--- config.mk ---
export PLATFORM = sky130hd
export DESIGN_NAME = expansion
export DESIGN_NICKNAME = d
export VERILOG_FILES = /design/src/rtl/expansion.sv
export SDC_FILE = /design/constraint.sdc
export NUM_CORES = 1
export LEC_CHECK = 0
export CORE_ASPECT_RATIO = 0.7
export CORE_MARGIN = 2
export CORE_UTILIZATION = 40
export CTS_CLUSTER_DIAMETER = 30
export DETAILED_ROUTE_END_ITERATION = 12
export PLACE_DENSITY_LB_ADDON = 0.05
export RECOVER_POWER = 50
export SYNTH_ARGS = -nofsm -noshare
export SYNTH_HDL_FRONTEND = slang
export SYNTH_SLANG_ARGS = --single-unit
export TNS_END_PERCENT = 5
--- constraint.sdc ---
create_clock -name clock -period 5.89 [get_ports clock]
set_input_delay 1.178 -clock clock [delete_from_list [all_inputs] [get_ports clock]]
set_output_delay 1.178 -clock clock [all_outputs]
set_load 0.01 [all_outputs]
--- src/rtl/expansion.sv ---
// -----------------------------------------------------------------------------
// expansion
//
// Downward expander for a 12-bit signed audio sample stream. Quiet passages
// are attenuated further, loud passages pass at unity gain, restoring the
// dynamic range taken away by an upstream compressor.
//
// Each accepted sample walks a five-state pipeline, one cycle per state:
//   IDLE -> ENV (envelope follower) -> GAIN (gain law) -> MUL -> OUT -> IDLE
//
// Handshake semantics:
//   ready     one-cycle strobe. It is accepted only in IDLE. In any other
//             state the sample is dropped and overrun pulses in that same
//             cycle.
//   done      high for exactly one cycle (the OUT state). It is coincident
//             with the new modified_sample value. A ready in cycle N yields
//             done in cycle N+4. modified_sample holds between updates.
//
// Ports:
//   clock             system clock
//   reset             asynchronous, active-low reset
//   ready             new-sample strobe
//   incoming_sample   12-bit two's complement input sample
//   expansion_amount  0 = bypass, 1/2/3 = attenuation slope x1/x2/x4
//   modified_sample   12-bit expanded output sample
//   done              output-updated strobe
//   overrun           sample-dropped strobe
//   debug_state       current FSM state encoding (IDLE=0 .. OUT=4)
// -----------------------------------------------------------------------------
module expansion #(
    parameter int SAMPLING_RATE = 24000,
    parameter int THRESHOLD     = 256,
    parameter int RELEASE_SHIFT = 4
) (
    input  logic               clock,
    input  logic               reset,
    input  logic               ready,
    input  logic signed [11:0] incoming_sample,
    input  logic        [1:0]  expansion_amount,
    output logic signed [11:0] modified_sample,
    output logic               done,
    output logic               overrun,
    output logic        [2:0]  debug_state
);

    typedef enum logic [2:0] {
        IDLE = 3'd0,
        ENV  = 3'd1,
        GAIN = 3'd2,
        MUL  = 3'd3,
        OUT  = 3'd4
    } state_t;

    // The sample rate is informational only; nothing in the datapath uses it.
    logic unused_rate;
    assign unused_rate = (SAMPLING_RATE > 0);

    localparam logic [12:0] THRESH13 = 13'(THRESHOLD);
    localparam logic [8:0]  UNITY    = 9'd256;

    state_t             state_q,    state_d;
    logic signed [11:0] sample_q,   sample_d;
    logic        [1:0]  amount_q,   amount_d;
    logic        [10:0] env_q,      env_d;
    logic        [8:0]  gain_q,     gain_d;
    logic signed [11:0] modified_q, modified_d;

    // ------------------------------------------------------------------
    // Envelope follower: instant attack, exponential release.
    // ------------------------------------------------------------------
    logic [11:0] neg_w;
    logic [10:0] abs_w;
    logic [10:0] env_next_w;

    assign neg_w = (~sample_q) + 12'd1;

    always_comb begin
        abs_w = sample_q[10:0];
        if (sample_q[11]) begin
            // -2048 has no positive 12-bit counterpart; saturate to 2047.
            if (sample_q == -12'sd2048) begin
                abs_w = 11'd2047;
            end else begin
                abs_w = neg_w[10:0];
            end
        end
    end

    always_comb begin
        env_next_w = env_q;
        if (abs_w > env_q) begin
            env_next_w = abs_w;
        end else begin
            // Subtracting a right-shifted copy of itself can never underflow.
            env_next_w = env_q - (env_q >> RELEASE_SHIFT);
        end
    end

    // ------------------------------------------------------------------
    // Gain law, Q1.8: 256 is unity. Below the threshold the gain falls
    // linearly with the envelope deficit, steeper for larger amounts.
    // 13 bits hold the largest deficit shifted left by two without wrap.
    // ------------------------------------------------------------------
    logic [12:0] deficit_w;
    logic [12:0] atten_w;
    logic [12:0] unity_minus_w;
    logic [8:0]  gain_next_w;

    assign deficit_w     = THRESH13 - {2'b00, env_q};
    assign atten_w       = deficit_w << (amount_q - 2'd1);
    assign unity_minus_w = 13'd256 - atten_w;

    always_comb begin
        gain_next_w = UNITY;
        if (amount_q != 2'd0 && {2'b00, env_q} < THRESH13) begin
            if (atten_w >= 13'd256) begin
                gain_next_w = 9'd0;
            end else begin
                gain_next_w = unity_minus_w[8:0];
            end
        end
    end

    // ------------------------------------------------------------------
    // Multiply and rescale. Gain never exceeds 1.0, so the arithmetic
    // right shift always lands inside the 12-bit signed range.
    // ------------------------------------------------------------------
    logic signed [21:0] product_w;
    logic signed [11:0] result_w;

    assign product_w = sample_q * $signed({1'b0, gain_q});
    assign result_w  = 12'(product_w >>> 8);

    // ------------------------------------------------------------------
    // FSM next state and datapath register updates.
    // ------------------------------------------------------------------
    always_comb begin
        state_d    = state_q;
        sample_d   = sample_q;
        amount_d   = amount_q;
        env_d      = env_q;
        gain_d     = gain_q;
        modified_d = modified_q;

        case (state_q)
            IDLE: begin
                if (ready) begin
                    sample_d = incoming_sample;
                    amount_d = expansion_amount;
                    state_d  = ENV;
                end
            end
            ENV: begin
                // Envelope tracks in bypass too, so mode switches are clean.
                env_d   = env_next_w;
                state_d = GAIN;
            end
            GAIN: begin
                gain_d  = gain_next_w;
                state_d = MUL;
            end
            MUL: begin
                // Registered on the MUL->OUT edge so the value is visible
                // in the same cycle as done.
                modified_d = result_w;
                state_d    = OUT;
            end
            OUT: begin
                state_d = IDLE;
            end
            default: begin
                state_d = IDLE;
            end
        endcase
    end

    always_ff @(posedge clock or negedge reset) begin
        if (!reset) begin
            state_q    <= IDLE;
            sample_q   <= '0;
            amount_q   <= '0;
            env_q      <= '0;
            gain_q     <= '0;
            modified_q <= '0;
        end else begin
            state_q    <= state_d;
            sample_q   <= sample_d;
            amount_q   <= amount_d;
            env_q      <= env_d;
            gain_q     <= gain_d;
            modified_q <= modified_d;
        end
    end

    assign modified_sample = modified_q;
    assign done            = (state_q == OUT);
    assign overrun         = ready && (state_q != IDLE);
    assign debug_state     = state_q;

endmodule

---- Word-level counts from Yosys, hierarchy flattened ----
Index checks and enable logic that the tools add are counted.
cells by class
  add/sub/neg operators ................... 5
  multiply operators ...................... 1
  divide/modulo/power cells ............... 0
  magnitude comparators ................... 3
  eq/ne operators ......................... 6
  shift operators ......................... 1
  muxes and demuxes ....................... 7
  bitwise operators ....................... 1
  reduce and logical (&&, ||, !) cells .... 6
operators by type and width
  operator               count
  $mux 11                3
  $mul 12x10->20         1
  $mux 9                 2
  $ge 13x9->1 const B    1
  $shl 13x2->13          1
  $eq 12x12->1 const B   1
  $pmux 3 s4             1
  $sub 9x11->12 const A  1
  $add 11x1->11 const B  1
  $gt 11x11->1           1
  $lt 11x9->1 const B    1
  $not 11->11            1
  $sub 11x7->11          1
  $sub 9x9->9 const A    1
  $eq 3x2->1 const B     2
  $eq 3x1->1 const B     1
  $eq 3x3->1 const B     1
  $logic_not 3->1        1
  $mux 3                 1
  $reduce_bool 3->1      1
  $logic_and 1x1->1      2
  $ne 2x2->1 const B     1
  $reduce_and 2->1       1
  $reduce_bool 2->1      1
  $sub 2x1->2 const B    1
word-level totals
  bits in registers ....................... 49
  latch bits .............................. 0
  RAM bits ................................ 0
  memory bits (read-only) ................. 0
  memories ................................ 0

---- Logic depth before layout (Yosys ltp) ----
Gate-level depths: netlist (run 1).
  word-level depth ........................ 6
  gate-level depth with buffers ........... 21

---- Worst setup path before layout (run 1) ----
OpenSTA, ideal clock, no wires.
  path kind ............................... register to register
  start ................................... reg gain_q[3]
  end ..................................... reg modified_q[11] (netlist: modified_sample[11])
  library setup time ...................... 0.069 ns
  arrival time ............................ 5.201 ns
  slack ................................... 0.620 ns
  stages on the path, launching flop included .. 22
  cells stage by stage .................... dfrtp_1 -> clkbuf_1 -> nand2_1 -> fa_1 -> inv_1 -> fa_1 -> inv_1 -> fa_1 -> inv_1 -> fa_1 -> inv_1 -> fa_1 -> inv_1 -> ha_1 -> a211oi_1 -> inv_1 -> o2111ai_1 -> nand4_1 -> a41oi_1 -> o21bai_1 -> or4_1 -> nand3_1
between the ends
  cells in the longest elaborated chain, start to end .. 1
ends and longest elaborated chain
  element                   line  text
  start: declaration        65    logic [8:0] gain_q, gain_d;
  start signal: assignment  190   gain_q <= gain_d;
  $mul 12x10->20            131   assign product_w = sample_q * $signed({1'b0, gain_q});
  end signal: assignment    191   modified_q <= modified_d;
  end: declaration          66    logic signed [11:0] modified_q, modified_d;
No other way between the ends.
A chain may end at the register's enable or synchronous reset.

---- Final worst setup path (run 1) ----
  start ................................... reg sample_q[3]
  end ..................................... reg modified_q[11] (netlist: modified_sample[11])
between the ends
  cells in the longest elaborated chain, start to end .. 1
ends and longest elaborated chain
  element                   line  text
  start: declaration        62    logic signed [11:0] sample_q, sample_d;
  start signal: assignment  187   sample_q <= sample_d;
  $mul 12x10->20            131
No other way between the ends.

==> impl_results.md, run 1 <==
* Initial Util at 0.409
* Sinks on Clock Net at slightly below 50
* IO Pins at 34
* Global Route met3 Usage at 0.0296
* Buffer levels on the longest clock path at 2
* Antenna diodes at 0
* Fin. max-slew vios at 50
* Comb pwr share at 0.698
* Area Overhead vs Synth at 10.9%
* Slowest CP cell: fa_1
* #FFs+latches synth at 49
* Switch Pwr at around 1800 uW
* Syn avg cell area at around 8.9 um2
* Max IR drop VDD at a little over 300 uV
* Post-route insts no fill at 1048
* Number of cell rows at 40
* Port bufs at 33
* WL/cell at ~17 um
* Int Power at 1710 uW
* Initial antenna violation count at 0
* Worst-path clk slew at around 70 ps
* CTS tree: done
* # placed instances at between 1000 and 1500
* Layout cells sized above 1 at 0.0747
* Placed cell areas at approximately 0.0077 mm2
* FFs w/ async S/R, synth at 1.00
* Flop pwr share at 0.210
* Slew of the pin with the lowest slew margin at approximately 2900 ps
* Die height at between 100 and 150 um
* Final instance area at just under 0.008 mm2
* Crit end category: register
* Pwr dens at approximately 450 mW/mm2
* Post-synth top area cell: fa_1
* DRC at 0
* Post-Route Skew at 7.74 ps
* Fillcell total at 1701
* Pin count of the biggest net entering global routing at 50
* Post-synthesis net count at around 960
* RSZ-0062 raised after global routing: false
* Setup-failing EPs final at 0
* Worst setup SP type: register
* DR pass1 iterations at 4
* CTS H-tree lvls at 2
* Max-Cap Viols at 1
* Die area at approximately 0.019 mm2
* RePlAce Congestion at about 0.90
* Crit path time final at 5540 ps
* GR Util met1 at 0.316
* Data arrival, critical path at a little under 6000 ps
* Routing usage on met2 at 0.297
* First-pass GRT wire length at between 20000 and 30000 um
* Crit Path Max Fanout at 11
* Hold_buf cts at 0
* Mapped Area at a little over 0.007 mm2
* Post-layout nets at around 980
* Critical Path RT at just over 6000 ps
* Later-pin clock latency in the skew report at between 300 and 400 ps
* Synth area leaders: fa_1 (25%), dfrtp_1 (17%), ha_1 (11%), inv_1 (6.9%), and2_1 (5.3%)
* Sequential cell area fraction in the yosys report at 0.174
* HPWL after DPL at 14000 um
* Commonest non-fill, non-tap cell in the layout: inv_1
* Slew headroom at -0.940
* Commonest non-fill, non-tap cells in the layout: inv_1 (130), nand2_1 (94), fa_1 (87)
* Hold Slack at ~470 ps
* Static Leak at 0.00391 uW
* CP cell instances: and2_1, fa_1, fa_1, inv_1, fa_1, inv_1, fa_1, inv_1, fa_1, inv_1, ha_1, a211oi_1, inv_1, o2111ai_2, nand4_1, a41oi_1, o21bai_1, or4_1, nand3_1
* Via count at roughly 5400
* Root Driver: clkbuf_16
* Post-synth EDFFs at 0
* Fin. Hold Viols at 0
* Switching Share at 0.516
* Hold crit path type: reg -> reg
* Total gr overflow at 0
* Synth warnings at 0
* Busiest grt layer: met1
* DRT antenna net count at 0
* Inserted Clock Buffers at 5
* F_max at between 0.15 and 0.2 GHz
* Final Cycle Share at 0.940
* GRT Util Overall at 0.203
* DRC marker count from the first detailed-route iteration at approximately 270
* Routed WL at roughly 17000 um
* CP peak stage delay at between 500 and 600 ps
* Vias/cell at roughly 5
* Power share of the clock group at 0.092
* Die X at 163 um
* Failing checks: capacitance limit, slew limit
* Vias in the first global route at between 5000 and 6000
* Top FF cell, synth: dfrtp_1
* Yosys cell types at 65
* Crit path kind: reg -> reg
* Core area at roughly 0.017 mm2
* Fin Setup TNS at 0 ps
* Synth Instances at 793
* Synth top area share at 0.247
* Run status: complete, but fails checks
## power by group through the flow
stage / logic [uW] / clock network (uW) / registers (uW)
2_1_floorplan: 1850 / 0 / 621
3_3_place_gp: 2420 / 0 / 730
3_5_place_dp: 2450 / 0 / 734
4_1_cts: 2470 / 338 / 731
5_1_grt: 2770 / 351 / 765
6_report: 2460 / 325 / 740
## state kept, by name, indices dropped and copies added, names as in the netlist
name,flops
amount_q,2
debug_state,3
env_q,11
gain_q,9
modified_sample,12
sample_q,12
## cells by family after synthesis
| logic type | synth area share |
|---|---|
| adder cells (fa/ha/maj) | 0.361 |
| AND/OR/NAND/NOR | 0.177 |
| XOR/XNOR | 0.0497 |
| AO/OA/AOI/OAI | 0.110 |
| multiplexers | 0.0360 |
| flip-flops | 0.174 |
| buffers and inverters | 0.0923 |
## through the flow
stage | util | total power, uW | worst slack, ps
after global placement | 0.445 | 3160 | 283
after floorplan | - | 2470 | 620
after global routing | 0.454 | 3880 | 43.0
after CTS | 0.454 | 3540 | 168
after detailed placement | 0.445 | 3180 | 222
final | 0.454 | 3530 | 351
## cells in the mapped netlist, types with 16 or more instances
library cell,count
inv_1,130
nand2_1,94
fa_1,87
ha_1,64
and2_1,60
dfrtp_1,49
o21ai_0,38
a21oi_1,30
clkbuf_1,30
xnor2_1,24
nor2_1,23
xor2_1,16
## worst paths after layout
kind                                     from             endpoint  slack [ps]  cells past startpoint
min in group asynchronous               reset       debug_state[1]        1890                      2
min reg2reg                modified_sample[4]   modified_sample[4]         470                      2
max in group asynchronous               reset          sample_q[4]        2130                      2
min                        modified_sample[4]   modified_sample[4]         470                      2
max reg2reg                       sample_q[3]  modified_sample[11]         350                     19
max                               sample_q[3]  modified_sample[11]         350                     19
## timing repair
item                                   CTS  global route
setup endpoints to repair                0             2
setup buffers                            0             0
resized for setup                        0             2
endpoints found under the hold margin    0             0
## critical path, delay by kind of cell, from the launching register on
family | cells | cell delay, ps
buf+inv | 5 | 280
compound gates | 4 | 1040
flops | 1 | 530
simple gates | 4 | 970
fa+ha+maj | 6 | 2650
## layer usage
metal	share of wire	vias to the layer above
met2	0.42	100
met3	0.045	13
li1	-	2593
met1	0.52	2691
met5	0	-
met4	0.011	0
## final cells by class
type	count	area (um2)	share of cell area
multi-input combinational	576	5180	0.663
sequential	49	1230	0.157
inverter	131	492	0.0629
timing repair buffer	53	472	0.0604
tap	231	289	0.0370
clock buffer	6	139	0.0178
clock inverter	2	17.5	0.00224
(Power assumes the default switching activity.)
==> inputs of run 2 (changes only) <==
- CELL_PAD_IN_SITES_DETAIL_PLACEMENT: default -> 0
- CELL_PAD_IN_SITES_GLOBAL_PLACEMENT: default -> 1
==> run 2 against run 1 <==
The flow still finishes with violations (capacitance limit, slew limit); first-iteration DRC count increased by 9.0%; routed wire length increased by 0.99%; clock skew decreased by 1.6 ps; register-to-register slack about the same; combinational power about the same; sequential power decreased by 1%; global-route usage increased by 0.51 points; clock power increased by 8.3%; die area unchanged; cell count about the same; non-clock buffer count increased by 1; critical path type unchanged; largest power group unchanged.
==> impl_results.md, run 2 (synthesis gave the netlist of run 1 again) <==
* Cell depth of the worst hold path at 2 (unchanged)
* Failing checks: capacitance limit, slew limit
* Crit path kind: reg -> reg
* Critical path capture point: modified_sample[11]
* Resized cells post-CTS at 0 (unchanged)
* Initial antenna violation count at 0 (unchanged)
* Hold_buf cts at 0 (unchanged)
* F_max at 0.181 GHz (about the same)
* Sinks on Clock Net at 49 (unchanged)
* Vias in the first global route at 5627 (+2.2%)
* Commonest non-fill, non-tap cells in the layout: inv_1 (130), nand2_1 (94), fa_1 (87)
* Fin. max-slew vios at 50 (unchanged)
* RSZ-0062 raised after global routing: false
* Crit Reg-Reg Startpoint: sample_q[2]
* CTS H-tree lvls at 2 (unchanged)
* Routed WL at 17600 um (+0.99%)
* Buffer levels on the longest clock path at 2 (unchanged)
* Die X at 163 um (unchanged)
* R2R setup slack at 350 ps (about the same)
* Total gr overflow at 0 (unchanged)
* Slew of the pin with the lowest slew margin at 3020 ps (+113 ps)
* Die area at 0.0187 mm2 (unchanged)
* Worst-path clk slew at 70 ps (about the same)
* Worst setup SP type: register
* Area Overhead vs Synth at 11.2%
* Post-layout nets at 985 (+0.10%)
* Fin. Hold Viols at 0 (unchanged)
* Post CTS Setup Buffer Count at 0 (unchanged)
* GRT Util Overall at 0.208 (+0.00507)
* FF+latch area at 0.00123 mm2 (-0.10%)
* Slowest CP cell: fa_1
* Post-layout total power at 3560 uW (+0.82%)
* RePlAce Congestion at 0.854 (-5.3%)
* Later-pin clock latency in the skew report at 310 ps (about the same)
* WL/cell at 16.8 um (+0.90%)
* Multi-input gate area at 0.00519 mm2 (+0.14%)
* Max-Cap Viols at 1 (unchanged)
* Crit Reg-Reg Endpoint: modified_sample[11]
* Setup-failing EPs final at 0 (unchanged)
* Data arrival, critical path at 5780 ps (about the same)
* Crit path time final at 5540 ps (-0.490 ps)
* FF-to-FF path depth at 19 (unchanged)
* Max IR drop VDD at 292 uV (-5.7%)
* DR pass1 iterations at 5 (+1)
* IO Pins at 34 (unchanged)
* Final Cycle Share at 0.940 (about the same)
* Die height at 115 um (unchanged)
* DRT antenna net count at 0 (unchanged)
* HPWL after DPL at 14200 um (+1.9%)
* Slew headroom at -1.02 (-0.0753)
* Layout cells sized above 1 at 0.0746 (-0.0000913)
* CP peak stage delay at 550 ps (about the same)
* Antenna diodes at 0 (unchanged)
* Hold crit path type: reg -> reg
* Initial Util at 0.409 (unchanged)
* Root Driver: clkbuf_16
* Inserted Clock Buffers at 5 (unchanged)
* Critical Path RT at 6130 ps (about the same)
* Number of cell rows at 40 (unchanged)
* Pin count of the biggest net entering global routing at 50 (unchanged)
* Vias/cell at 5.13 (-0.34%)
* Fillcell total at 1734 (+1.9%)
* Pwr dens at 454 mW/mm2 (+0.50%)
* CP cell instances: and2_1, fa_1, fa_1, inv_1, fa_1, inv_1, fa_1, inv_1, fa_1, inv_1, ha_1, a211oi_1, inv_1, o2111ai_2, nand4_1, a41oi_2, o21bai_1, or4_1, nand3_1
* Crit Path Max Fanout at 13 (+2)
* Static Leak at 0.00392 uW (+0.26%)
* First-pass GRT wire length at 29700 um (+2.4%)
* Fin Setup TNS at 0 ps (unchanged)
* Run status: complete, but fails checks
* DRC marker count from the first detailed-route iteration at 290 (+9.0%)
* Crit end category: register
* CTS tree: done
* Critical path startpoint: sample_q[2]
* DRC at 0 (unchanged)
* Commonest non-fill, non-tap cell in the layout: inv_1
* Port bufs at 33 (unchanged)
* Via count at 5384 (-0.24%)
* Core area at 0.0172 mm2 (unchanged)
* Hold Path Origin: modified_sample[4]
* Post-Route Skew at 6.15 ps (-1.59 ps)
[run 2: worst min-delay path by stage]
stage          slack [ps]                 end
4_1_cts               490  modified_sample[4]
5_1_grt               500  modified_sample[0]
6_report              470  modified_sample[4]
3_3_place_gp          460  modified_sample[4]
3_5_place_dp          470  modified_sample[4]
2_1_floorplan         500           gain_q[5]
[run 2: area by class of cell]
| type | instances | area share |
|---|---|---|
| clock buffer | 6 | 0.0164 |
| clock inverter | 2 | 0.00495 |
| inverter | 131 | 0.0627 |
| multi-input combinational | 576 | 0.662 |
| sequential | 49 | 0.156 |
| tap | 231 | 0.0369 |
| timing repair buffer | 54 | 0.0611 |
[run 2: metrics by stage]
stage               hold WS (ps)  worst slack (ps)  instance area [um2]  utilization  std cells
CTS                          488               135                 7830        0.455       1049
finish                       474               352                 7840        0.455       1049
floorplan                    504               620                 7050            -        793
detailed placement           471               150                 7660        0.445       1041
global placement             461               259                 7660        0.445       1041
global route                 505             0.753                 7840        0.455       1049
[run 2: per-layer routing]
metal	vias to the layer above	GRT usage	wire, um
li1	2602	-	-
met1	2674	0.319	9330
met5	-	0	0
met3	9	0.0429	854
met2	99	0.302	7270
met4	0	0.0407	142
[run 2: power breakdown]
part | total (uW) | internal [uW] | switching, uW
clock | 352 | 202 | 150
sequential | 729 | 475 | 255
combinational | 2480 | 1060 | 1420
total | 3560 | 1730 | 1820
[run 2: worst max-delay path: cells and delay by family (launching register included)]
kind | cells | cell delay, ps
compound gates | 4 | 950
fa+ha+maj | 6 | 2700
buf+inv | 5 | 290
flops | 1 | 530
simple gates | 4 | 990
==> inputs of run 3 (changes only) <==
- SETUP_SLACK_MARGIN: default -> 0.4
==> run 3 against run 2 <==
The flow still finishes with violations (capacitance limit, slew limit); critical endpoint unchanged; sequential cell count unchanged; combinational power about the same; via count up 0.69%; register-to-register slack gained 280 ps; global-route usage barely moved; utilization is 0.69 points higher; count of clock-buffer cells in the layout is the same.
==> impl_results.md, run 3 (synthesis gave the netlist of run 1 again) <==
* Run status: complete, but fails checks
* Failing checks: capacitance limit, slew limit
* DRC at 0 (unchanged)
* DR pass1 iterations at 4 (-1)
* Pin count of the biggest net entering global routing at 50 (unchanged)
* Max IR drop VDD at 292 uV (+0.31%)
* Critical path capture point: modified_sample[11]
* Slew headroom at -1.03 (-0.0136)
* F_max at 0.190 GHz (+5.4%)
* Commonest non-fill, non-tap cell in the layout: inv_1
* Sinks on Clock Net at 49 (unchanged)
* Antenna diodes at 0 (unchanged)
* Hold crit path type: reg -> reg
* Critical Path RT at 6130 ps (about the same)
* IO Pins at 34 (unchanged)
* Number of cell rows at 40 (unchanged)
* Setup-failing EPs final at 0 (unchanged)
* Crit path depth at 17 (-2)
* CTS H-tree lvls at 2 (unchanged)
* Vias in the first global route at 5651 (+0.43%)
* Port bufs at 33 (unchanged)
* Buf+Inv Stages, Crit Path at 3 (-2)
* Core area at 0.0172 mm2 (unchanged)
* FF-to-FF path depth at 17 (-2)
* Multi-input gate area at 0.00522 mm2 (+0.63%)
* Total gr overflow at 0 (unchanged)
* Pwr dens at 452 mW/mm2 (-0.48%)
* Crit Reg-Reg Endpoint: modified_sample[11]
* HPWL after DPL at 14200 um (unchanged)
* Vias/cell at 5.13 (about the same)
* Fillcell total at 1727 (-0.40%)
* Placed cell areas at 0.00766 mm2 (unchanged)
* Crit Path Max Fanout at 8 (-5)
* Final instance area at 0.00796 mm2 (+1.5%)
* Die height at 115 um (unchanged)
* WL/cell at 16.8 um (about the same)
* Hold_buf cts at 0 (unchanged)
* Slowest CP cell: fa_1
* First-pass GRT wire length at 29800 um (+0.16%)
* Slew of the pin with the lowest slew margin at 3040 ps (+20.4 ps)
* Worst-path clk slew at 80 ps (about the same)
* Initial antenna violation count at 0 (unchanged)
* Final Cycle Share at 0.892 (-0.0483)
* Routed WL at 17700 um (+0.70%)
* Initial Util at 0.409 (unchanged)
* CP peak stage delay at 560 ps (about the same)
* Die X at 163 um (unchanged)
* Layout cells sized above 1 at 0.100 (+0.0259)
* RSZ-0062 raised after global routing: false
* DRT antenna net count at 0 (unchanged)
* Max-Cap Viols at 1 (unchanged)
* Commonest non-fill, non-tap cells in the layout: inv_1 (130), nand2_1 (93), fa_1 (86)
* DRC marker count from the first detailed-route iteration at 273 (-5.9%)
* RePlAce Congestion at 0.854 (unchanged)
* R2R setup slack at 640 ps (+280 ps)
* Area Overhead vs Synth at 12.9%
* CTS tree: done
* Root Driver: clkbuf_16
* Critical path startpoint: gain_q[6]
* Data arrival, critical path at 5500 ps (-280 ps)
* Fin Setup TNS at 0 ps (unchanged)
* FF+latch area at 0.00124 mm2 (+0.82%)
* Fin. Hold Viols at 0 (unchanged)
* Inserted Clock Buffers at 5 (unchanged)
* Post-Route Skew at 5.53 ps (-0.619 ps)
* Crit Reg-Reg Startpoint: gain_q[6]
* Via count at 5421 (+0.69%)
* Buffer levels on the longest clock path at 2 (unchanged)
* Most common cell on crit path: fa_1
* Crit path kind: reg -> reg
* CP top delay family: adder cells
* Crit end category: register
* Later-pin clock latency in the skew report at 310 ps (about the same)
* Crit path time final at 5250 ps (-284 ps)
* CP cell instances: buf_4, and2_1, fa_1, fa_1, fa_1, fa_1, inv_1, fa_1, inv_1, ha_1, o21a_1, o21ai_0, a21oi_1, a41oi_2, o21bai_2, or4_1, nand3_1
* Post-layout nets at 993 (+0.81%)
* Die area at 0.0187 mm2 (unchanged)
* GRT Util Overall at 0.208 (+0.000235)
* Static Leak at 0.00396 uW (+1.0%)
* Fin. max-slew vios at 50 (unchanged)
* Worst setup SP type: register
-- run 3: area by class of cell --
type / count / share of cell area
clock inverter: 2 / 0.00487
clock buffer: 6 / 0.0162
tap: 231 / 0.0363
sequential: 49 / 0.155
inverter: 131 / 0.0618
timing repair buffer: 62 / 0.0698
multi-input combinational: 576 / 0.656
-- run 3: tightest hold or removal path: stages, from the launching register on --
cell and delay, ps:
dfrtp_1 340, nand2_1 40, o21ai_0 60
-- run 3: worst min path at each step --
| stage | from | to | cells after the start |
|---|---|---|---|
| finish | modified_sample[4] | modified_sample[4] | 2 |
| global route | modified_sample[0] | modified_sample[0] | 2 |
| CTS | modified_sample[4] | modified_sample[4] | 2 |
| detailed placement | modified_sample[4] | modified_sample[4] | 2 |
| global placement | modified_sample[4] | modified_sample[4] | 2 |
| floorplan | gain_q[5] | gain_q[5] | 1 |
-- run 3: repair_timing --
action	in CTS	in global routing
pin swaps	0	6
setup endpoints to repair	2	4
setup buffers	0	8
endpoints found under the hold margin	0	0
resized for setup	3	15
-- run 3: power breakdown --
group          internal (uW)  total, uW  leakage (uW)  switching (uW)
clock network            202        353     0.0000810             151
registers                480        730      0.000608             250
logic                   1070       2510       0.00327            1440
-- run 3: layer usage --
| layer | share of wire | vias to the layer above | GRT usage |
|---|---|---|---|
| li1 | - | 2618 | - |
| met1 | 0.53 | 2693 | 0.318 |
| met2 | 0.42 | 101 | 0.304 |
| met3 | 0.044 | 9 | 0.0429 |
| met4 | 0.0080 | 0 | 0.0407 |
| met5 | 0 | - | 0 |
-- run 3: per-stage QoR --
stage	total power, uW	setup slack (ps)	instances	hold WS [ps]	utilization
2_1_floorplan	2470	620	793	504	-
3_3_place_gp	3160	259	1041	461	0.445
3_5_place_dp	3200	150	1041	471	0.445
4_1_cts	3580	415	1049	488	0.456
5_1_grt	3990	365	1057	505	0.462
6_report	3600	636	1057	474	0.462
